==> src/rtl/spi_master_multi.sv <==
// spi_master_multi: SPI master with several chip selects, all four clock
// modes and a programmable SCLK divider.
//
// Ports:
//   clk, rst_n   system clock (rising edge) and synchronous active-low reset
//   ena          block enable; dropping it mid-transfer aborts the transfer
//   start        transfer request, only looked at in IDLE
//   tx_data      word to shift out, MSB first
//   cs_sel       index of the slave to select
//   cpol, cpha   SPI clock polarity / phase for the requested transfer
//   clk_div      SCLK half-period is clk_div+1 clk cycles
//   miso         serial data from the slave
//   sclk, mosi   SPI clock and serial data to the slave
//   cs_n         active-low chip selects, one low during a transfer
//   busy         high from LEAD through TRAIL
//   done         one-cycle pulse in the first idle cycle after a transfer
//   rx_data      last word received, updated with done
//   err          one-cycle pulse when start names a non-existent slave
//   state_dbg    current FSM state (IDLE=0, LEAD=1, XFER=2, TRAIL=3)
//
// Handshake: a request is taken when ena=1 and start=1 on a clock edge where
// the FSM is in IDLE (including the cycle done=1); at any other time start is
// ignored. Every accepted transfer ends with exactly one of done (completed),
// an abort (ena low, no done) or reset (no done).
module spi_master_multi #(
    parameter int DATA_W = 8,
    parameter int CS_NUM = 2,
    parameter int DIV_W  = 8,
    localparam int SEL_W = (CS_NUM > 1) ? $clog2(CS_NUM) : 1
) (
    input  logic              clk,
    input  logic              rst_n,
    input  logic              ena,
    input  logic              start,
    input  logic [DATA_W-1:0] tx_data,
    input  logic [SEL_W-1:0]  cs_sel,
    input  logic              cpol,
    input  logic              cpha,
    input  logic [DIV_W-1:0]  clk_div,
    input  logic              miso,
    output logic              sclk,
    output logic              mosi,
    output logic [CS_NUM-1:0] cs_n,
    output logic              busy,
    output logic              done,
    output logic [DATA_W-1:0] rx_data,
    output logic              err,
    output logic [1:0]        state_dbg
);
    localparam int EDGES = 2 * DATA_W;
    localparam int EW    = $clog2(EDGES + 1);
    localparam logic [SEL_W:0] CS_LIM    = (SEL_W + 1)'(CS_NUM);
    localparam logic [EW-1:0]  LAST_EDGE = EW'(EDGES);

    typedef enum logic [1:0] {
        IDLE  = 2'd0,
        LEAD  = 2'd1,
        XFER  = 2'd2,
        TRAIL = 2'd3
    } state_t;

    state_t              state_q, state_d;
    logic [DIV_W-1:0]    div_q, div_d;
    logic [DIV_W-1:0]    div_lat_q, div_lat_d;
    logic [EW-1:0]       edge_q, edge_d;
    logic [DATA_W-1:0]   tx_sh_q, tx_sh_d;
    logic [DATA_W-1:0]   rx_sh_q, rx_sh_d;
    logic [DATA_W-1:0]   rx_q, rx_d;
    logic                cpol_q, cpol_d;
    logic                cpha_q, cpha_d;
    logic                sclk_q, sclk_d;
    logic                mosi_q, mosi_d;
    logic                busy_q, busy_d;
    logic                done_q, done_d;
    logic                err_q, err_d;
    logic [CS_NUM-1:0]   cs_n_q, cs_n_d;
    logic                fire_edge;
    logic                lead_edge;

    always_comb begin
        state_d   = state_q;
        div_d     = div_q;
        div_lat_d = div_lat_q;
        edge_d    = edge_q;
        tx_sh_d   = tx_sh_q;
        rx_sh_d   = rx_sh_q;
        rx_d      = rx_q;
        cpol_d    = cpol_q;
        cpha_d    = cpha_q;
        sclk_d    = sclk_q;
        mosi_d    = mosi_q;
        busy_d    = busy_q;
        cs_n_d    = cs_n_q;
        done_d    = 1'b0;
        err_d     = 1'b0;
        fire_edge = 1'b0;
        lead_edge = 1'b0;

        // Every non-idle state is a whole number of half-periods.
        if (state_q != IDLE) begin
            div_d = (div_q == '0) ? div_lat_q : div_q - 1'b1;
        end

        case (state_q)
            IDLE: begin
                if (ena && start) begin
                    if ({1'b0, cs_sel} < CS_LIM) begin
                        state_d   = LEAD;
                        busy_d    = 1'b1;
                        cpol_d    = cpol;
                        cpha_d    = cpha;
                        div_lat_d = clk_div;
                        div_d     = clk_div;
                        edge_d    = '0;
                        sclk_d    = cpol;
                        cs_n_d    = '1;
                        for (int i = 0; i < CS_NUM; i++) begin
                            if (i == int'(cs_sel)) cs_n_d[i] = 1'b0;
                        end
                        // cpha=0 presents the MSB for the whole of LEAD; cpha=1
                        // drives it on the first leading edge instead.
                        if (cpha) begin
                            mosi_d  = 1'b0;
                            tx_sh_d = tx_data;
                        end else begin
                            mosi_d  = tx_data[DATA_W-1];
                            tx_sh_d = {tx_data[DATA_W-2:0], 1'b0};
                        end
                    end else begin
                        err_d = 1'b1;
                    end
                end
            end
            LEAD: begin
                if (div_q == '0) begin
                    state_d   = XFER;
                    fire_edge = 1'b1;
                end
            end
            XFER: begin
                // The 2*DATA_W edges sit at the start of each XFER half-period,
                // so the last half-period is already back at cpol.
                if (div_q == '0) begin
                    if (edge_q == LAST_EDGE) state_d = TRAIL;
                    else                     fire_edge = 1'b1;
                end
            end
            TRAIL: begin
                if (div_q == '0) begin
                    state_d = IDLE;
                    busy_d  = 1'b0;
                    done_d  = 1'b1;
                    rx_d    = rx_sh_q;
                    cs_n_d  = '1;
                    mosi_d  = 1'b0;
                end
            end
            default: begin
                state_d = IDLE;
                busy_d  = 1'b0;
                cs_n_d  = '1;
                mosi_d  = 1'b0;
                sclk_d  = cpol_q;
            end
        endcase

        if (fire_edge) begin
            sclk_d = ~sclk_q;
            edge_d = edge_q + 1'b1;
            // Odd-numbered edges (edge_q even before this one) are leading.
            lead_edge = ~edge_q[0];
            if (lead_edge == cpha_q) begin
                mosi_d  = tx_sh_q[DATA_W-1];
                tx_sh_d = {tx_sh_q[DATA_W-2:0], 1'b0};
            end else begin
                rx_sh_d = {rx_sh_q[DATA_W-2:0], miso};
            end
        end

        // Abort wins over everything the transfer would otherwise do.
        if ((state_q != IDLE) && !ena) begin
            state_d = IDLE;
            busy_d  = 1'b0;
            done_d  = 1'b0;
            rx_d    = rx_q;
            cs_n_d  = '1;
            mosi_d  = 1'b0;
            sclk_d  = cpol_q;
        end
    end

    always_ff @(posedge clk) begin
        if (!rst_n) begin
            state_q   <= IDLE;
            div_q     <= '0;
            div_lat_q <= '0;
            edge_q    <= '0;
            tx_sh_q   <= '0;
            rx_sh_q   <= '0;
            rx_q      <= '0;
            cpol_q    <= 1'b0;
            cpha_q    <= 1'b0;
            sclk_q    <= 1'b0;
            mosi_q    <= 1'b0;
            busy_q    <= 1'b0;
            done_q    <= 1'b0;
            err_q     <= 1'b0;
            cs_n_q    <= '1;
        end else begin
            state_q   <= state_d;
            div_q     <= div_d;
            div_lat_q <= div_lat_d;
            edge_q    <= edge_d;
            tx_sh_q   <= tx_sh_d;
            rx_sh_q   <= rx_sh_d;
            rx_q      <= rx_d;
            cpol_q    <= cpol_d;
            cpha_q    <= cpha_d;
            sclk_q    <= sclk_d;
            mosi_q    <= mosi_d;
            busy_q    <= busy_d;
            done_q    <= done_d;
            err_q     <= err_d;
            cs_n_q    <= cs_n_d;
        end
    end

    assign sclk      = sclk_q;
    assign mosi      = mosi_q;
    assign cs_n      = cs_n_q;
    assign busy      = busy_q;
    assign done      = done_q;
    assign rx_data   = rx_q;
    assign err       = err_q;
    assign state_dbg = state_q;

endmodule

==> config.mk <==
export PLATFORM = sky130hd
export DESIGN_NAME = spi_master_multi
export DESIGN_NICKNAME = d
export VERILOG_FILES = /design/src/rtl/spi_master_multi.sv
export SDC_FILE = /design/constraint.sdc
export NUM_CORES = 1
export LEC_CHECK = 0
export CAP_MARGIN = 0
export CORE_MARGIN = 8
export CORE_UTILIZATION = 54
export CTS_BUF_LIST = sky130_fd_sc_hd__clkbuf_8 sky130_fd_sc_hd__clkbuf_16
export CTS_CLUSTER_SIZE = 12
export DETAILED_ROUTE_END_ITERATION = 10
export MAX_ROUTING_LAYER = met4
export PLACE_DENSITY = 0.8
export RECOVER_POWER = 25
export SYNTH_ARGS = -nofsm -noshare
export SYNTH_HDL_FRONTEND = slang
export SYNTH_SLANG_ARGS = --single-unit
export TNS_END_PERCENT = 10
==> constraint.sdc <==
create_clock -name clk -period 2.6 [get_ports clk]
set_input_delay 0.78 -clock clk [delete_from_list [all_inputs] [get_ports clk]]
set_output_delay 0.78 -clock clk [all_outputs]
set_load 0.01 [all_outputs]
### After elaboration in Yosys (flattened, before gate mapping)

Index checks and enable logic that the tools add are counted.

* word-level logic and storage cells: 92
* bits in latches: 0
* register bits after elaboration: 55
* bits in read-only memories: 0
* input bits: 24
* memories kept: 0
* output and inout port bits: 17
* bits in writable memories: 0

* bitwise logic cells: 6
* shift-type cells: 0
* $lt $le $gt $ge: 0
* multiplexer cells: 40
* div/mod/pow operators: 0
* eq/ne operators: 10
* $mul: 0
* reductions and logical operators: 20
* $add $sub $neg: 2

Operator list (count)
* $mux W8: 9
* $mux W1: 16
* $mux W5: 3
* $mux W2: 7
* $ne A2 B2 Y1 const B: 5
* $logic_not A8 Y1: 1
* $pmux W2 S4: 1
* $reduce_and A2 Y1: 4
* $reduce_bool A2 Y1: 4
* $sub A8 B1 Y8 const B: 1
* $not A1 Y1: 6
* $pmux W1 S2: 3
* $reduce_and A3 Y1: 2
* $reduce_bool A3 Y1: 2
* $add A5 B1 Y5 const B: 1
* $eq A5 B5 Y1 const B: 1
* $reduce_and A5 Y1: 1
* $eq A2 B2 Y1 const B: 2
* $pmux W2 S2: 1
* $reduce_or A3 Y1: 1
* $eq A2 B1 Y1 const B: 1
* $logic_and A1 B1 Y1: 2
* $logic_not A2 Y1: 1
* $reduce_or A2 Y1: 1
* other kinds (2): 2

### Longest topological paths before layout

* depth after elaboration: 6
* depth in mapped cells: 8

### Worst setup path after synthesis

OpenSTA, ideal clock, no wires.

* path type: flip-flop to flip-flop
* start: register state_q[0] (netlist: state_dbg[0])
* end: register rx_sh_q[0]
* setup time: 72 ps
* arrival: 2057 ps
* stages on the path, launching flop included: 7
* data required time: 2528 ps
* slack: 471 ps
* clock period less this slack: 2129 ps
* path buffers: 0
* cells stage by stage: dfxtp_1 > inv_1 > ha_1 > nor3b_1 > nand3_1 > nor3_4 > mux2i_1

* word-level cells in the longest chain between the ends: 3

Ends and longest elaborated chain
* from (decl): line 62 `state_t state_q, state_d;`
* from (signal assigned): line 210 `state_q <= state_d;`
* $eq A2 B2 Y1 or $eq A2 B1 Y1 (tied branches): line 104 `case (state_q)`
* $pmux W1 S2 *: line 104
* $reduce_and A2 Y1 (no source line) *
* to (signal assigned): line 215 `rx_sh_q <= rx_sh_d;`
* to (decl): line 67 `logic [DATA_W-1:0] rx_sh_q, rx_sh_d;`

Mark *: on every way between the ends. The rest lies on a longest branch, timed or not.
A chain may end at the register's enable or synchronous reset.

### Worst setup path after layout

* start: input ena
* end: register edge_q[4]

* word-level cells in the longest chain between the ends: 3

Ends and longest elaborated chain
* from (decl): line 33 `input logic ena,`
* $logic_and A1 B1 Y1: line 106 `if (ena && start) begin`
* $reduce_bool A2 Y1 (no source line)
* $reduce_and A2 Y1 (no source line)
* to (signal assigned): line 213 `edge_q <= edge_d;`
* to (decl): line 65 `logic [EW-1:0] edge_q, edge_d;`

Every way passes these cells.

==> run summary <==
The run finished with clean final reports. The synthesized design contains 0 enable-type register cells. The run gives 4 as the number of detailed-route iterations in the first pass. Global routing used 18.9% of the available tracks. Most used routing layer: met2.

Path type of the worst min-delay path: flip-flop to flip-flop. The cell occurring most often along the worst timing path is sky130_fd_sc_hd__o21ai_0. From synthesis to final layout, the design area changed by 21.3%. Across the run, the number of max-cap violations was 0. The run gives 41 as the total I/O pin count. The worst setup path is captured at a flip-flop. The final RePlAce weighted congestion is 0.872, and the remaining number of nets flagged by the antenna check after routing is 0.

For the setup violation total in the final timing report, the log shows 0. Leaving out fill and tap cells, the most frequent cell in the layout is sky130_fd_sc_hd__dfxtp_1. The wire length after detailed routing is 6.93 mm. The share of synthesized area in the top cell type comes to 39.1%.

The floorplan step defined a core boundary enclosing 5070 um2. The async set or reset register ratio after synthesis works out to 0%. The type of element launching the critical path was a primary input.

For this run, design rule violations remaining after detail routing come to 0. The leakage component of the power was 0.00127 uW. TritonCTS built the clock tree.

The clock period minus final worst setup slack is 2330 ps. Measured against its own limit, the worst slew margin works out to 62.3%. For met2 alone, demand over resource in global routing was 28.4%.

The floorplan has 26 rows. Final sum of negative setup slack: 0 ps. The total nets after synthesis is 368, and the fraction of final layout cells sized beyond drive strength 1 is 8.51%. After global routing the overflow that remains totals 0. The clock transition time at the flip-flop clock pins of the worst setup and hold paths was 110 ps.

In this run the mean area of a mapped cell was 8.39 um2. Of the synthesized area, sequential elements account for 39.1%. In the layout the commonest cells are sky130_fd_sc_hd__dfxtp_1, sky130_fd_sc_hd__nand2_1, sky130_fd_sc_hd__a21oi_1. Synthesis produced 336 cells. The post-layout net count was 407. In the finished design, the share of the clock period the worst path needs comes to 89.5%.

The vias per cell came out at 5.80. The netlist uses 48 different library cells. Type of the setup path with the least slack: primary input to flip-flop. The tree is rooted in a sky130_fd_sc_hd__clkbuf_8. The met3 global-route usage was 4.18%. Fill cells in the final layout number 440.

The worst-path cell with the longest stage delay was sky130_fd_sc_hd__dlygate4sd3_1. The count of inserted antenna diode cells was 0; the cts-stage hold buffer count was 0. At the worst endpoint, the arrival time is 2530 ps. Measured along the y axis, the die boundary spans 88.2 um.

Across all layers, the routed design uses 2585 vias. Prior to clock tree synthesis, the placed netlist has a worst setup slack of 232 ps. The number of buffer cells added on primary ports is 39.

Walking the worst path, the cells encountered are dlygate4sd3_1, clkbuf_1, nand3_1, buf_4, o21ai_0, o21ai_0. Along the worst path, the maximum fanout reaches 11. The first global-routing pass estimated 11.5 mm of wire. Setup repair after global routing left no endpoint under its margin. Once the floorplan was initialized, standard cells occupied 55.5% of the core.

The number of H-tree levels is 2, and the post-route cell area is 3420 um2. Post-route non-filler standard cell count: 446. In this design, the largest share of critical-path delay is due to buffers and inverters.

The power density normalized to cell area is 823 nW/um2. The clock skew is 9.08 ps, and the maximum root-to-sink buffer count is 2. In this run, synthesis produced a sequential element count of 55.

Initial antenna violation count: 0. After synthesis, the cell types taking the most area are sky130_fd_sc_hd__dfxtp_1, sky130_fd_sc_hd__mux2i_1, sky130_fd_sc_hd__a21oi_1. For the pin count of the biggest net entering global routing, the log shows 37.

Buffers added to address setup during post-CTS repair amount to 0. Clock latency on the worst-skew pair, taken at its later pin, is 320 ps. The largest single stage delay on the critical path is 660 ps. The count of clock tree sinks came out at 55. For the post-route worst setup slack, the log shows 274 ps. The floorplan step set the die width to 88.2 um. Dividing the detail-routed wire length by the instance count gives 15.5 um. Gates resized during post-CTS repair numbered 0. Number of placed cells counting well taps: 438.

The run gives 5 as the total clock buffers created by CTS. The die covers 7790 um2. After legalization and detailed placement, the total HPWL measured 5.02 mm. At the worst endpoint, the required time is 2810 ps.

The number of buffers and inverters on the critical path is 3. The hold violation count in the final report was 0; the number of warnings issued by yosys was 0. The run gives 2448 as the via count of the first global-routing pass. The total count of max-transition violations in the final report came out at 0. For this block, the initial DRC count from the detailed router was 179. Summing every instance area after synthesis gives 2820 um2. IR analysis of the VDD net gives a maximum drop of 0.000491 V. The transition time at the pin with the least slew margin works out to 565 ps. Cell accounting for the most synthesized area: sky130_fd_sc_hd__dfxtp_1. Global routing used 24.8% of the available met1 tracks.

The cell area reported after detailed placement is 3330 um2. Timing would allow up to 0.430 GHz. Among all flip-flop cells after synthesis, the most frequent one is sky130_fd_sc_hd__dfxtp_1.
[registers in the layout (all words and copies together) (netlist names)]
name       flops
div_lat_q      8
div_q          8
rx_data        8
rx_sh_q        8
tx_sh_q        8
edge_q         5
cs_n           2
state_dbg      2
busy           1
cpha_q         1
cpol_q         1
done           1
mosi           1
sclk           1
[logic make-up after synthesis]
group / share of synthesized area (%)
compound gates: 20.4
xor+xnor: 0.933
fa+ha+maj: 3.55
buf+inv: 4.66
flops: 39.1
mux: 10.5
other cells: 0.133
simple gates: 20.7
[metal layers]
layer / vias up / wire length (um)
met3: 7 / 436
met1: 1199 / 3240
met5: - / 0
met4: 0 / 69
li1: 1294 / -
met2: 85 / 3180
[synth_stat cells (2+ instances only)]
| master | count |
|---|---|
| sky130_fd_sc_hd__a211o_1 | 6 |
| sky130_fd_sc_hd__a211oi_1 | 3 |
| sky130_fd_sc_hd__a21o_1 | 2 |
| sky130_fd_sc_hd__a21oi_1 | 42 |
| sky130_fd_sc_hd__a311oi_1 | 2 |
| sky130_fd_sc_hd__a31oi_1 | 8 |
| sky130_fd_sc_hd__and2_1 | 2 |
| sky130_fd_sc_hd__and3_1 | 4 |
| sky130_fd_sc_hd__buf_1 | 4 |
| sky130_fd_sc_hd__clkbuf_1 | 17 |
| sky130_fd_sc_hd__dfxtp_1 | 55 |
| sky130_fd_sc_hd__ha_1 | 8 |
| sky130_fd_sc_hd__inv_1 | 9 |
| sky130_fd_sc_hd__mux2_2 | 5 |
| sky130_fd_sc_hd__mux2i_1 | 24 |
| sky130_fd_sc_hd__nand2_1 | 42 |
| sky130_fd_sc_hd__nand3_1 | 20 |
| sky130_fd_sc_hd__nor2_1 | 14 |
| sky130_fd_sc_hd__nor2b_1 | 3 |
| sky130_fd_sc_hd__nor3_1 | 8 |
| sky130_fd_sc_hd__nor3_4 | 2 |
| sky130_fd_sc_hd__nor3b_1 | 3 |
| sky130_fd_sc_hd__nor4_1 | 2 |
| sky130_fd_sc_hd__o211ai_1 | 2 |
| sky130_fd_sc_hd__o21ai_0 | 20 |
| sky130_fd_sc_hd__o31ai_1 | 3 |
| sky130_fd_sc_hd__or3_1 | 4 |
| sky130_fd_sc_hd__xor2_1 | 2 |
[per-stage QoR]
stage / total power, uW / hold slack (ps) / utilization, %
floorplan: 1960 / 433 / -
finish: 2810 / 465 / 67.4
global placement: 2290 / 442 / 65.6
global route: 3010 / 479 / 67.4
detailed placement: 2330 / 450 / 65.6
CTS: 2830 / 464 / 67.5
[layout make-up]
type | instances | area, um2 | area share, %
Clock buffer | 5 | 68.8 | 2.01
Clock inverter | 3 | 26.3 | 0.769
Inverter | 9 | 33.8 | 0.988
Multi-Input combinational cell | 249 | 1590 | 46.4
Sequential cell | 55 | 1100 | 32.2
Tap cell | 70 | 87.6 | 2.56
Timing Repair Buffer | 55 | 515 | 15.1
[path summary, 6_finish.rpt]
check                                               start                         to  slack [ps]  cells past startpoint
worst max-delay path                                  ena     edge_q[4]$_SDFFE_PN0P_         270                      6
worst min-delay path            div_lat_q[5]$_SDFFE_PN0P_  div_lat_q[5]$_SDFFE_PN0P_         470                      2
worst max register to register  state_dbg[0]$_SDFFE_PP0P_            mosi$_SDFF_PP0_         300                      6
worst min register to register  div_lat_q[5]$_SDFFE_PN0P_  div_lat_q[5]$_SDFFE_PN0P_         470                      2
[worst register-to-register path, delay by kind of cell, from the launching register on]
kind,cells,cell delay [ps]
adders and majority gates,1,430
AOI/OAI and AO/OA,2,480
DFF,1,420
and+or+nand+nor,2,750
buffers and inverters,1,120
[power breakdown]
group          switching [uW]  total, uW  internal [uW]
Clock                     301        502            201
Combinational             729       1240            506
Sequential                120       1080            957
No activity file was read; power rests on OpenSTA's default activity.
